[src/rtl/snn_pkg.sv]
// Shared types and defaults for the time-multiplexed LIF neuron scheduler.
package snn_pkg;

  typedef enum logic [1:0] {
    ST_IDLE   = 2'd0,
    ST_LOAD   = 2'd1,
    ST_UPDATE = 2'd2,
    ST_DONE   = 2'd3
  } state_t;

  localparam int DEFAULT_N_NEURONS  = 4;
  localparam int DEFAULT_W          = 8;
  localparam int DEFAULT_LEAK_SHIFT = 3;
  localparam int DEFAULT_REFRACT    = 2;
  localparam int DEFAULT_THRESH     = 100;

  // Unsigned add clipped to max_val; the carry bit keeps the compare exact.
  function automatic logic [31:0] sat_add(input logic [31:0] a,
                                          input logic [31:0] b,
                                          input logic [31:0] max_val);
    logic [32:0] s;
    s = {1'b0, a} + {1'b0, b};
    return (s > {1'b0, max_val}) ? max_val : s[31:0];
  endfunction

endpackage

[src/rtl/lif_update.sv]
// Combinational leaky-integrate-and-fire step for one neuron: leak, integrate,
// saturate, threshold compare and refractory countdown.
module lif_update
  import snn_pkg::*;
#(
  parameter int W          = DEFAULT_W,
  parameter int LEAK_SHIFT = DEFAULT_LEAK_SHIFT,
  parameter int REFRACT    = DEFAULT_REFRACT,
  parameter int RW         = 2
) (
  input  logic [W-1:0]  v,
  input  logic [W-1:0]  cur,
  input  logic [W-1:0]  thresh,
  input  logic [RW-1:0] refr,
  output logic [W-1:0]  v_next,
  output logic [RW-1:0] refr_next,
  output logic          spike
);

  localparam logic [31:0] V_MAX = (32'd1 << W) - 32'd1;

  logic [W-1:0]  leaked;
  logic [31:0]   sum_full;
  logic [W-1:0]  sum;
  logic [31-W:0] unused_sum_hi;

  assign leaked        = v - (v >> LEAK_SHIFT);
  assign sum_full      = sat_add(32'(leaked), 32'(cur), V_MAX);
  assign sum           = sum_full[W-1:0];
  assign unused_sum_hi = sum_full[31:W];

  always_comb begin
    v_next    = '0;
    refr_next = '0;
    spike     = 1'b0;
    if (refr != '0) begin
      refr_next = refr - RW'(1);
    end else if (thresh == '0) begin
      // a zero threshold parks the neuron: potential held at 0, never fires
      v_next = '0;
    end else if (sum >= thresh) begin
      spike     = 1'b1;
      refr_next = RW'(REFRACT);
    end else begin
      v_next = sum;
    end
  end

endmodule

[src/rtl/snn_neuron_scheduler.sv]
// Shares one LIF datapath across N_NEURONS virtual neurons; each tick walks
// the neurons in index order, two cycles per neuron.
//
//   state  | meaning
//   IDLE   | waiting for tick
//   LOAD   | present cur_idx, capture current and neuron state
//   UPDATE | write back potential/refractory, record spike bit
//   DONE   | spikes valid, done pulse, return to IDLE
module snn_neuron_scheduler
  import snn_pkg::*;
#(
  parameter int N_NEURONS  = DEFAULT_N_NEURONS,
  parameter int W          = DEFAULT_W,
  parameter int LEAK_SHIFT = DEFAULT_LEAK_SHIFT,
  parameter int REFRACT    = DEFAULT_REFRACT,
  parameter int DEF_THRESH = DEFAULT_THRESH,
  localparam int IW        = $clog2(N_NEURONS)
) (
  input  logic                 clk,
  input  logic                 rst_n,
  input  logic                 tick,
  input  logic                 cfg_we,
  input  logic [IW-1:0]        cfg_addr,
  input  logic [W-1:0]         cfg_thresh,
  output logic [IW-1:0]        cur_idx,
  input  logic [W-1:0]         cur_in,
  output logic [N_NEURONS-1:0] spikes,
  output logic                 busy,
  output logic                 done,
  output logic                 overrun
);

  localparam int RW = (REFRACT < 2) ? 1 : $clog2(REFRACT + 1);

  state_t state_q, state_d;

  logic [IW-1:0] idx_q;
  logic          last_idx;

  logic [W-1:0]  v_mem      [N_NEURONS];
  logic [W-1:0]  thresh_mem [N_NEURONS];
  logic [RW-1:0] refr_mem   [N_NEURONS];

  logic [W-1:0]  v_r, cur_r, thresh_r;
  logic [RW-1:0] refr_r;

  logic [W-1:0]  v_upd;
  logic [RW-1:0] refr_upd;
  logic          spike_upd;

  logic [N_NEURONS-1:0] spk_next, spk_merged, spikes_q;
  logic                 overrun_q;

  assign last_idx = (idx_q == IW'(N_NEURONS - 1));

  lif_update #(
    .W          (W),
    .LEAK_SHIFT (LEAK_SHIFT),
    .REFRACT    (REFRACT),
    .RW         (RW)
  ) u_lif (
    .v         (v_r),
    .cur       (cur_r),
    .thresh    (thresh_r),
    .refr      (refr_r),
    .v_next    (v_upd),
    .refr_next (refr_upd),
    .spike     (spike_upd)
  );

  always_ff @(posedge clk or negedge rst_n) begin
    if (!rst_n) state_q <= ST_IDLE;
    else        state_q <= state_d;
  end

  always_comb begin
    state_d = state_q;
    busy    = 1'b1;
    done    = 1'b0;
    cur_idx = '0;
    unique case (state_q)
      ST_IDLE: begin
        busy = 1'b0;
        if (tick) state_d = ST_LOAD;
      end
      ST_LOAD: begin
        cur_idx = idx_q;
        state_d = ST_UPDATE;
      end
      ST_UPDATE: begin
        cur_idx = idx_q;
        state_d = last_idx ? ST_DONE : ST_LOAD;
      end
      ST_DONE: begin
        done    = 1'b1;
        state_d = ST_IDLE;
      end
      default: state_d = ST_IDLE;
    endcase
  end

  // The last neuron's spike is merged in directly so spikes is already
  // current in the cycle that done is high.
  always_comb begin
    spk_merged         = spk_next;
    spk_merged[idx_q]  = spike_upd;
  end

  always_ff @(posedge clk or negedge rst_n) begin
    if (!rst_n) begin
      idx_q     <= '0;
      v_r       <= '0;
      cur_r     <= '0;
      thresh_r  <= '0;
      refr_r    <= '0;
      spk_next  <= '0;
      spikes_q  <= '0;
      overrun_q <= 1'b0;
      for (int i = 0; i < N_NEURONS; i++) begin
        v_mem[i]      <= '0;
        thresh_mem[i] <= W'(DEF_THRESH);
        refr_mem[i]   <= '0;
      end
    end else begin
      if (tick && (state_q != ST_IDLE)) overrun_q <= 1'b1;

      case (state_q)
        ST_IDLE: begin
          if (tick) idx_q <= '0;
        end
        ST_LOAD: begin
          cur_r    <= cur_in;
          v_r      <= v_mem[idx_q];
          thresh_r <= thresh_mem[idx_q];
          refr_r   <= refr_mem[idx_q];
        end
        ST_UPDATE: begin
          v_mem[idx_q]    <= v_upd;
          refr_mem[idx_q] <= refr_upd;
          spk_next[idx_q] <= spike_upd;
          if (last_idx) spikes_q <= spk_merged;
          else          idx_q    <= idx_q + IW'(1);
        end
        ST_DONE: begin
          idx_q <= '0;
        end
        default: ;
      endcase

      // LOAD reads thresh_mem with the pre-edge value, so a same-edge write
      // only reaches the next capture of that neuron.
      if (cfg_we) thresh_mem[cfg_addr] <= cfg_thresh;
    end
  end

  assign spikes  = spikes_q;
  assign overrun = overrun_q;

endmodule

[config.mk]
export PLATFORM = sky130hd
export DESIGN_NAME = snn_neuron_scheduler
export DESIGN_NICKNAME = d
export VERILOG_FILES = /design/src/rtl/snn_pkg.sv /design/src/rtl/lif_update.sv /design/src/rtl/snn_neuron_scheduler.sv
export SDC_FILE = /design/constraint.sdc
export NUM_CORES = 1
export LEC_CHECK = 0
export ABC_AREA = 1
export BUFFER_PORTS_ARGS = -buffer_cell sky130_fd_sc_hd__buf_2
export CAP_MARGIN = 20
export CORE_MARGIN = 3
export CORE_UTILIZATION = 45
export DETAILED_ROUTE_END_ITERATION = 6
export GPL_ROUTABILITY_DRIVEN = 0
export PLACE_DENSITY = 0.76
export SLEW_MARGIN = 30
export SYNTH_ARGS = -nofsm -noshare
export SYNTH_HDL_FRONTEND = slang
export SYNTH_SLANG_ARGS = --single-unit
[constraint.sdc]
create_clock -name clk -period 3.45 [get_ports clk]
set_input_delay 0.1725 -clock clk [delete_from_list [all_inputs] [get_ports clk]]
set_output_delay 0.1725 -clock clk [all_outputs]
set_load 0.02 [all_outputs]
# ---- Yosys cells after proc, flatten, opt, wreduce, memory -nomap -nowiden
# Index checks and enable logic that the tools add are counted.
dict set report totals {
  reg_bits 111
  inputBits 22
  out_inout_bits 9
  elab_cells 93
}
dict set report classes {
  addsub 4
  n_lt_le_gt_ge 8
  eq_ne 6
  n_mux 40
  bitwise 2
  n_reduce_logical 12
}
# cell count
set op_table {}
lappend op_table {{two-way mux 8 bit} 10}
lappend op_table {{bitwise mux 32 bit} 2}
lappend op_table {{binary-select mux 8 bit (select 2 bit)} 2}
lappend op_table {{demux 8 bit (select 2 bit)} 2}
lappend op_table {{two-way mux 2 bit} 11}
lappend op_table {{adder 8 x 8 -> 9 bit} 1}
lappend op_table {{> comparator 9 x 8 -> 1 bit, second input constant} 1}
lappend op_table {{bitwise mux 8 bit} 1}
lappend op_table {{greater-or-equal comparator 8 bit} 1}
lappend op_table {{logical NOT 8 bit} 1}
lappend op_table {{one-hot mux 2 bit (4 select lines)} 1}
lappend op_table {{subtractor 8 x 5 -> 8 bit} 1}
lappend op_table {{equality test 2 bit, second input constant} 3}
lappend op_table {{greater-or-equal comparator 3 bit, second input constant} 2}
lappend op_table {{less-than comparator 3 x 1 -> 1 bit, second input constant} 2}
lappend op_table {{two-way mux 1 bit} 6}
lappend op_table {{inverter 2 -> 3 bit} 2}
lappend op_table {{one-hot mux 2 bit (3 select lines)} 1}
lappend op_table {{binary-select mux 2 bit (select 2 bit)} 1}
lappend op_table {{bitwise mux 4 bit} 1}
lappend op_table {{demux 2 bit (select 2 bit)} 1}
lappend op_table {{logical AND 1 bit} 4}
lappend op_table {{!= test 2 bit, second input constant} 2}
lappend op_table {{nonzero test 2 bit} 2}
lappend op_table {{other kinds (11)} 11}

# ---- Longest topological paths before layout
# Gate-level depths: netlist of run 1.
dict set report logic_depth {
  depth_word 9
  ltp_mapped 28
  depth_no_buf 28
}

# ---- By module
# From an unflattened synthesis of run 1, not the netlist that was laid out.
dict set report unflattened {
  hier_cells 838
  hier_area_um2 6145.9
}
# module n_inst cells_each area_per_inst_um2 seq_area_each_um2
set modules_own_cells {}
lappend modules_own_cells {snn_neuron_scheduler 1 651 5108.6 2767.7}
lappend modules_own_cells {lif_update 1 187 1037.2 0.0}

# ---- Least setup slack after synthesis of run 1
# Ideal clock, no wire load.
dict set report synth_timing {
  path_kind {reg-to-reg}
  from {register v_r[3]}
  to {register refr_mem[3] (netlist bit)}
  setup_ns 0.118
  arrival_ns 3.554
  required_ns 3.332
  slack_ns -0.222
  path_stages_with_launch 22
  path_buffers 0
  period_less_slack_ns 3.672
  cell_sequence {dfrtp_1 > ha_1 > fa_1 > o21ai_0 > nand2_1 > nand3_1 > xor2_1 > ha_1 > nand2_1 > inv_1 > nand2_1 > nand2_1 > a21oi_4 > nand3_1 > ha_1 > a21o_1 > nor2_1 > nand3_1 > nand2_1 > nand2_1 > nand2_1 > nand2_1}
}
dict set report synth_via {
  elab_chain_cells 9
}
# item line_no
set synth_lines {}
lappend synth_lines {{start: declaration} snn_neuron_scheduler.sv:44} ;# logic [W-1:0] v_r, cur_r, thresh_r;
lappend synth_lines {{start signal: assignment} snn_neuron_scheduler.sv:133} ;# v_r <= v_mem[idx_q];
lappend synth_lines {{subtractor 8 x 5 -> 8 bit *} lif_update.sv:27} ;# assign leaked = v - (v >> LEAK_SHIFT);
lappend synth_lines {{adder 8 x 8 -> 9 bit *} snn_pkg.sv:22} ;# s = {1'b0, a} + {1'b0, b};
lappend synth_lines {{> comparator 9 x 8 -> 1 bit} snn_pkg.sv:23} ;# return (s > {1'b0, max_val}) ? max_val : s[31:0];
lappend synth_lines {{two-way mux 8 bit *} snn_pkg.sv:23}
lappend synth_lines {{greater-or-equal comparator 8 bit *} lif_update.sv:41} ;# end else if (sum >= thresh) begin
lappend synth_lines {{two-way mux 2 bit *} lif_update.sv:41}
lappend synth_lines {{two-way mux 2 bit *} lif_update.sv:38} ;# end else if (thresh == '0) begin
lappend synth_lines {{two-way mux 2 bit *} lif_update.sv:36} ;# if (refr != '0) begin
lappend synth_lines {{bitwise mux 8 bit *} snn_neuron_scheduler.sv:139} ;# refr_mem[idx_q] <= refr_upd;
lappend synth_lines {{end signal: indexed assignment} snn_neuron_scheduler.sv:139}
lappend synth_lines {{end: declaration} snn_neuron_scheduler.sv:42} ;# logic [RW-1:0] refr_mem [N_NEURONS];
# Every way passes the cells marked *; elsewhere a longest branch is shown, timed or not.
# A chain may end at the register's enable or synchronous reset.

# ---- Final worst setup path of run 1
dict set report layout_timing {
  from {register v_r[3]}
  to {register v_mem[1] (netlist bit)}
}
dict set report layout_via {
  elab_chain_cells 9
}
# item line_no
set layout_lines {}
lappend layout_lines {{subtractor 8 x 5 -> 8 bit *} lif_update.sv:27}
lappend layout_lines {{adder 8 x 8 -> 9 bit *} snn_pkg.sv:22}
lappend layout_lines {{> comparator 9 x 8 -> 1 bit} snn_pkg.sv:23}
lappend layout_lines {{two-way mux 8 bit *} snn_pkg.sv:23}
lappend layout_lines {{greater-or-equal comparator 8 bit} lif_update.sv:41}
lappend layout_lines {{two-way mux 8 bit *} lif_update.sv:41}
lappend layout_lines {{two-way mux 8 bit *} lif_update.sv:38}
lappend layout_lines {{two-way mux 8 bit *} lif_update.sv:36}
lappend layout_lines {{bitwise mux 32 bit *} snn_neuron_scheduler.sv:138} ;# v_mem[idx_q] <= v_upd;
lappend layout_lines {{end signal: indexed assignment} snn_neuron_scheduler.sv:138}
lappend layout_lines {{end: declaration} snn_neuron_scheduler.sv:40} ;# logic [W-1:0] v_mem [N_NEURONS];
# Marks and branches as above.

==> results.sh, run 1 <==
export IMPL_run_status="complete, but fails checks"
export IMPL_violations="negative setup slack"
export IMPL_die_area_um2=14200
export IMPL_transition_time_at_the_pin_with_the_least_slew_margin_ns=0.678
export IMPL_drive_above_1_share_pct=22.7
export IMPL_final_nets=844
export IMPL_r2r_start="v_r[3]"
export IMPL_layout_cells_most_common_list="nand2_1 (210), dfrtp_1 (97), o21ai_0 (86)"
export IMPL_finalCritPeriodShare_pct=108
export IMPL_synth_cell_types=29
export IMPL_drt_pass1_iter_count=5
export IMPL_wirelength_mm=14.9
export IMPL_timing_max_slew_rel_slack_pct=54.8
export IMPL_postRouteAntennaNets=0
export IMPL_number_of_enable_flip_flop_cells_after_synthesis=0
export IMPL_dp_cells=932
export IMPL_grt_pass1_wl_mm=23.7
export IMPL_worst_setup_path_type="flop to flop"
export IMPL_ys_seq_area_share_pct=48.1
export IMPL_capture_point_of_the_worst_reg_to_reg_path="v_mem[1]"
export IMPL_post_synth_net_total=776
export IMPL_instances_no_fill=962
export IMPL_fp_dieW_um=119
export IMPL_setup_tns_final_ns=-9.50
export IMPL_layout_commonest_cell="nand2_1"
export IMPL_antenna_violations_before_repair=0
export IMPL_cts_root_buf="clkbuf_16"
export IMPL_syn_cell_area_um2=5750
export IMPL_core_rowCount=40
export IMPL_yosys_top_cells_area="dfrtp_1 (43%), nand2_1 (15%), o21ai_0 (8.0%)"
export IMPL_filler_cell_count=1022
export IMPL_synthToLayoutAreaGrowth_pct=23.1
export IMPL_boundaryPins=31
export IMPL_timing_hold_worst_path_depth=3
export IMPL_crit_path_start_kind="flop"
export IMPL_asyncSetResetFlopFracSynth_pct=100
export IMPL_fmaxAchievable_ghz=0.268
export IMPL_cts_htree_levels=3
export IMPL_max_cap_violations=0
export IMPL_initial_core_util_pct=46.9
export IMPL_vertical_die_dimension_um=119
export IMPL_clk_insertion_delay_late_ns=0.36
export IMPL_yosysWarnings=0
export IMPL_cts_made_buffers=9
export IMPL_cts_path_max_buffers=2
export IMPL_grt_usage_pct=20.6
export IMPL_first_global_vias=4951
export IMPL_holdPathEnd="cur_r[1]"
export IMPL_fin_worst_skew_ns=0.0101
export IMPL_gr_total_overflow=0
export IMPL_hold_ws_ns=0.0318
export IMPL_synthesis_instances=722
export IMPL_setup_repair_after_global_routing_missed_its_margin="true"
export IMPL_hold_viol_final=0
export IMPL_numPortBuffers=30
export IMPL_slew_violations=0
export IMPL_timing_critical_path_required_ns=3.75
export IMPL_grt_start_max_net_pins=50
export IMPL_setup_violations_final=43
export IMPL_finalWorstSetupSlack_ns=-0.285
export IMPL_syn_area_per_cell_um2=7.97
export IMPL_hp_start="cur_in[1]"
export IMPL_core_area_um2=12300
export IMPL_min_cycle_time_layout_ns=3.74
export IMPL_r2r_setup_slk_ns=-0.29
export IMPL_ys_flop_type="dfrtp_1"
export IMPL_clock_slew_at_reported_path_ffs_ns=0.08
export IMPL_timing_critical_path_to_type="flop"
export IMPL_routed_via_count=5143
export IMPL_clock_tree_from_tritoncts="built"
export IMPL_synth_largest_area_cell="dfrtp_1"
export IMPL_drc=0
export IMPL_clkSinkCount=110
export IMPL_worstRegToRegCells=23
export IMPL_worst_hold_path_type="input pin to flop"
export IMPL_n_antenna_cell=0
export IMPL_path_max_fanout=5
export IMPL_synth_seq_cells=110
export IMPL_avgViaCountPerCell=5.35
export IMPL_synthDominantCellAreaShare_pct=42.6
export IMPL_detailedRoute_firstIterationViolations=412
export IMPL_dp_hpwl_mm=9.08
export IMPL_routed_wire_length_per_instance_um=15.5
export IMPL_timing_critical_path_arrival_ns=4.03
[sequential cells by signal, indices dropped and copies added (netlist names)]
signal,count
spikes,4
thresh_r,8
overrun,1
refr_mem,8
refr_r,2
v_r,8
v_mem,32
thresh_mem,32
idx_q,2
cur_r,8
spk_next,3
state_q,2
[final cells by class]
class / count / area (um^2) / area share (%)
clock buffer: 11 / 253 / 3.57
clock inverter: 4 / 55.1 / 0.778
inverter: 72 / 275 / 3.89
multi-input combinational: 511 / 2930 / 41.4
sequential: 110 / 2770 / 39.1
tap: 168 / 210 / 2.97
timing repair buffer: 86 / 587 / 8.29
[how the worst max path moves through the flow]
stage / to / cells after the start / slack [ns] / start
6_report: v_mem[1] / 23 / -0.29 / v_r[3]
5_1_grt: v_mem[17] / 22 / -0.47 / v_r[2]
4_1_cts: v_mem[1] / 21 / -0.11 / v_r[3]
3_5_place_dp: refr_mem[7] / 21 / -0.18 / v_r[3]
3_3_place_gp: v_mem[6] / 20 / -0.18 / v_r[3]
2_1_floorplan: v_mem[5] / 21 / 0.03 / v_r[3]
[synth_stat cells, types with 4 or more instances]
cell type and number:
nor2_1 59, nand2_1 230, xor2_1 4, o21ai_0 92, inv_1 68, ha_1 30
buf_2 7, dfstp_2 12, dfrtp_1 98, nand3_1 24, clkbuf_1 20, nand4_1 18
mux2_2 7, o22ai_1 15, a21oi_1 12
[timing repair]
item,in CTS,in global routing
pin swaps,22,31
hold endpoints to repair,37,0
resized for setup,32,42
buffers inserted,9,9
endpoints found under the setup margin,43,43
hold buffers,1,0
[routing by layer]
metal	share of wire, %	wire, um	vias up	track usage, %
li1	-	-	2470	-
met1	43	6380	2469	27.5
met2	49	7310	177	33.9
met3	5.7	855	27	3.32
met4	2.3	337	0	7.24
met5	0	0	-	0
[worst max-delay path, stage by stage (launching register included)]
cell and delay (ns):
dfrtp_2 0.43, buf_4 0.16, ha_4 0.26, a21oi_1 0.18
o21ai_2 0.09, nand2_1 0.09, nand3_2 0.07, xor2_1 0.15
ha_1 0.31, buf_4 0.16, buf_4 0.13, inv_1 0.06
nand4_1 0.11, nand2_1 0.12, nand2_2 0.08, ha_1 0.31
nand2_2 0.11, a21oi_1 0.07, nor2_2 0.14, nand3_4 0.20
buf_6 0.19, nor2_4 0.13, nand2_1 0.06, nand2_1 0.07
[stage by stage]
| step | area, um^2 | utilization [%] | setup WS, ns |
|---|---|---|---|
| detailed placement | 6340 | 51.7 | -0.180 |
| floorplan | 5780 | - | 0.0344 |
| CTS | 6820 | 55.6 | -0.111 |
| finish | 7080 | 57.7 | -0.285 |
| global route | 7080 | 57.7 | -0.470 |
| global placement | 6340 | 51.7 | -0.175 |
[kinds of logic (layout without fill, tap and decap cells)]
group	count (synthesis)	after routing	share of synthesized area (%)
flip-flops	110	110	48.1
adder cells (fa/ha/maj)	32	32	7.22
buffers and inverters	101	173	6.74
multiplexers	7	7	1.37
AO/OA/AOI/OAI	131	131	12.2
XOR/XNOR	6	6	0.913
AND/OR/NAND/NOR	335	335	23.4
Power of run 1 is not shown: default switching activity piles up to over one toggle a cycle in this logic, so the estimate is an artifact.
==> inputs of run 2 (changes only) <==
--- a/config.mk
+++ b/config.mk
@@ -9,10 +9,10 @@
 export BUFFER_PORTS_ARGS = -buffer_cell sky130_fd_sc_hd__buf_2
 export CAP_MARGIN = 20
 export CORE_MARGIN = 3
-export CORE_UTILIZATION = 45
+export CORE_UTILIZATION = 55
 export DETAILED_ROUTE_END_ITERATION = 6
 export GPL_ROUTABILITY_DRIVEN = 0
-export PLACE_DENSITY = 0.76
+export PLACE_DENSITY = 0.88
 export SLEW_MARGIN = 30
 export SYNTH_ARGS = -nofsm -noshare
 export SYNTH_HDL_FRONTEND = slang
==> run 2 against run 1 <==
The run still ends with negative setup slack left. Maximum frequency fell by 0.33%. First-iteration DRC count up 74%. Hold slack worse by 0.014 ns. Critical endpoint is now v_mem[2]. Largest cell class unchanged. Highest routed layer unchanged. Register-to-register slack hardly changed. Die area fell by 17%. Critical path depth shrank 2. Final area down 1.0%. Routed wire length is 8.7% higher.
==> results.sh, run 2 (synthesized netlist as in run 1, its figures left out) <==
export IMPL_fin_worst_skew_ns=0.00856
export IMPL_cts_made_buffers=9
export IMPL_worst_setup_path_type="flop to flop"
export IMPL_drc=0
export IMPL_gr_total_overflow=0
export IMPL_vertical_die_dimension_um=108
export IMPL_boundaryPins=31
export IMPL_fp_dieW_um=108
export IMPL_clock_tree_from_tritoncts="built"
export IMPL_postRouteAntennaNets=0
export IMPL_drive_above_1_share_pct=22.9
export IMPL_max_cap_violations=0
export IMPL_grt_usage_pct=27.3
export IMPL_clk_insertion_delay_late_ns=0.38
export IMPL_drt_pass1_iter_count=7
export IMPL_worst_path_max_delay_cell="dfrtp_1"
export IMPL_crit_chain="ha_2, fa_2, o21ai_2, nand2_1, nand3_2, xor2_1, ha_1, nand2_2, inv_2, nand2_2, nand2_4, a21oi_4, nand3_2, ha_4, a21o_1, nor2_2, nand3_4, nor2_1, buf_4, nand2_1, nand2_1"
export IMPL_initial_core_util_pct=57.8
export IMPL_timing_max_slew_rel_slack_pct=53.8
export IMPL_route_layer_met1_wl_mm=6.12
export IMPL_clock_slew_at_reported_path_ffs_ns=0.10
export IMPL_die_area_um2=11700
export IMPL_core_rowCount=36
export IMPL_detailedRoute_firstIterationViolations=715
export IMPL_detailed_place_area_um2=6280
export IMPL_clkSinkCount=110
export IMPL_synthToLayoutAreaGrowth_pct=21.8
export IMPL_n_antenna_cell=0
export IMPL_slew_violations=0
export IMPL_finalWorstSetupSlack_ns=-0.298
export IMPL_finalCritPeriodShare_pct=109
export IMPL_setup_violations_final=43
export IMPL_antenna_violations_before_repair=0
export IMPL_dp_hpwl_mm=9.34
export IMPL_min_cycle_time_layout_ns=3.75
export IMPL_cts_root_buf="clkbuf_8"
export IMPL_critical_path_most_common_cell="nand2_1"
export IMPL_worst_hold_path_type="input pin to flop"
export IMPL_wirelength_mm=16.2
export IMPL_routed_wire_length_per_instance_um=17.4
export IMPL_path_buf_inv=2
export IMPL_timing_critical_path_arrival_ns=4.07
export IMPL_path_max_fanout=7
export IMPL_highest_signal_layer="met4"
export IMPL_grt_pass1_wl_mm=25.1
export IMPL_violations="negative setup slack"
export IMPL_final_cell_area_um2=7010
export IMPL_timing_critical_path_to_type="flop"
export IMPL_crit_family="simple AND/OR/NAND/NOR gates"
export IMPL_core_area_um2=9950
export IMPL_dr_wl_met2_mm=7.92
export IMPL_cts_htree_levels=3
export IMPL_reg_largest_list="thresh_mem: 32 flops, v_mem: 32 flops"
export IMPL_filler_cell_count=683
export IMPL_hold_viol_final=0
export IMPL_run_status="complete, but fails checks"
export IMPL_final_nets=845
export IMPL_transition_time_at_the_pin_with_the_least_slew_margin_ns=0.692
export IMPL_grt_start_max_net_pins=46
export IMPL_crit_path_start_kind="flop"
export IMPL_avgViaCountPerCell=5.91
export IMPL_max_stage_delay_ns=0.41
export IMPL_fmaxAchievable_ghz=0.267
export IMPL_routed_via_count=5489
export IMPL_wl_met3_mm=1.41
export IMPL_layout_commonest_cell="nand2_1"
export IMPL_cts_path_max_buffers=2
export IMPL_timing_critical_path_required_ns=3.77
export IMPL_layout_cells_most_common_list="nand2_1 (212), dfrtp_1 (98), o21ai_0 (87)"
export IMPL_numPortBuffers=30
export IMPL_first_global_vias=5359
export IMPL_setup_repair_after_global_routing_missed_its_margin="true"
[run 2: layer usage]
metal / vias up / track usage [%]
li1: 2470 / -
met1: 2590 / 34.2
met2: 348 / 45.9
met5: - / 0
met3: 81 / 5.55
met4: 0 / 11.8
[run 2: worst min-delay path: cells and delay by family]
kind / cells / cell delay [ns]
buffers and inverters: 1 / 0.08
AO/OA/AOI/OAI: 1 / 0.07
AND/OR/NAND/NOR: 1 / 0.04
[run 2: layout make-up]
class	instances	area (um^2)	area share [%]
repair inverters	3	33.8	0.482
inverters	72	283	4.03
well taps	133	166	2.37
clock buffers	10	138	1.96
flip-flops and latches	110	2770	39.5
clock inverters	6	73.8	1.05
repair buffers	83	593	8.46
multi-input cells	512	2950	42.1
[run 2: what timing repair did]
| action | in CTS | in global routing |
|---|---|---|
| resized for setup | 60 | 16 |
| gates cloned | 4 | 0 |
| setup endpoints to repair | 43 | 43 |
| hold buffers | 2 | 0 |
| setup buffers | 9 | 6 |
| pin swaps | 42 | 31 |
| endpoints found under the hold margin | 36 | 0 |
[run 2: stage by stage]
step / hold slack, ns / cells / setup TNS, ns / util [%] / worst slack [ns]
after floorplan: -0.123 / 722 / 0 / - / 0.0344
after global placement: 0.392 / 892 / -0.738 / 62.8 / -0.0652
after detailed placement: 0.189 / 893 / -8.23 / 63.0 / -0.269
after CTS: 0.00673 / 923 / -2.20 / 69.0 / -0.0938
after global routing: 0.0132 / 929 / -16.27 / 70.4 / -0.447
final: 0.0176 / 929 / -8.92 / 70.4 / -0.298
[run 2: final timing paths]
path,startpoint,to,slack [ns],cells after the start
max in group asynchronous,rst_n,state_q[1],2.27,4
hold / removal,cur_in[1],cur_r[1],0.02,3
hold reg to reg,overrun,overrun,0.47,1
setup reg to reg,v_r[3],v_mem[2],-0.30,21
setup / recovery,v_r[3],v_mem[2],-0.30,21
min in group asynchronous,rst_n,thresh_mem[3],0.30,2
Power of run 2 is left out for the same reason.
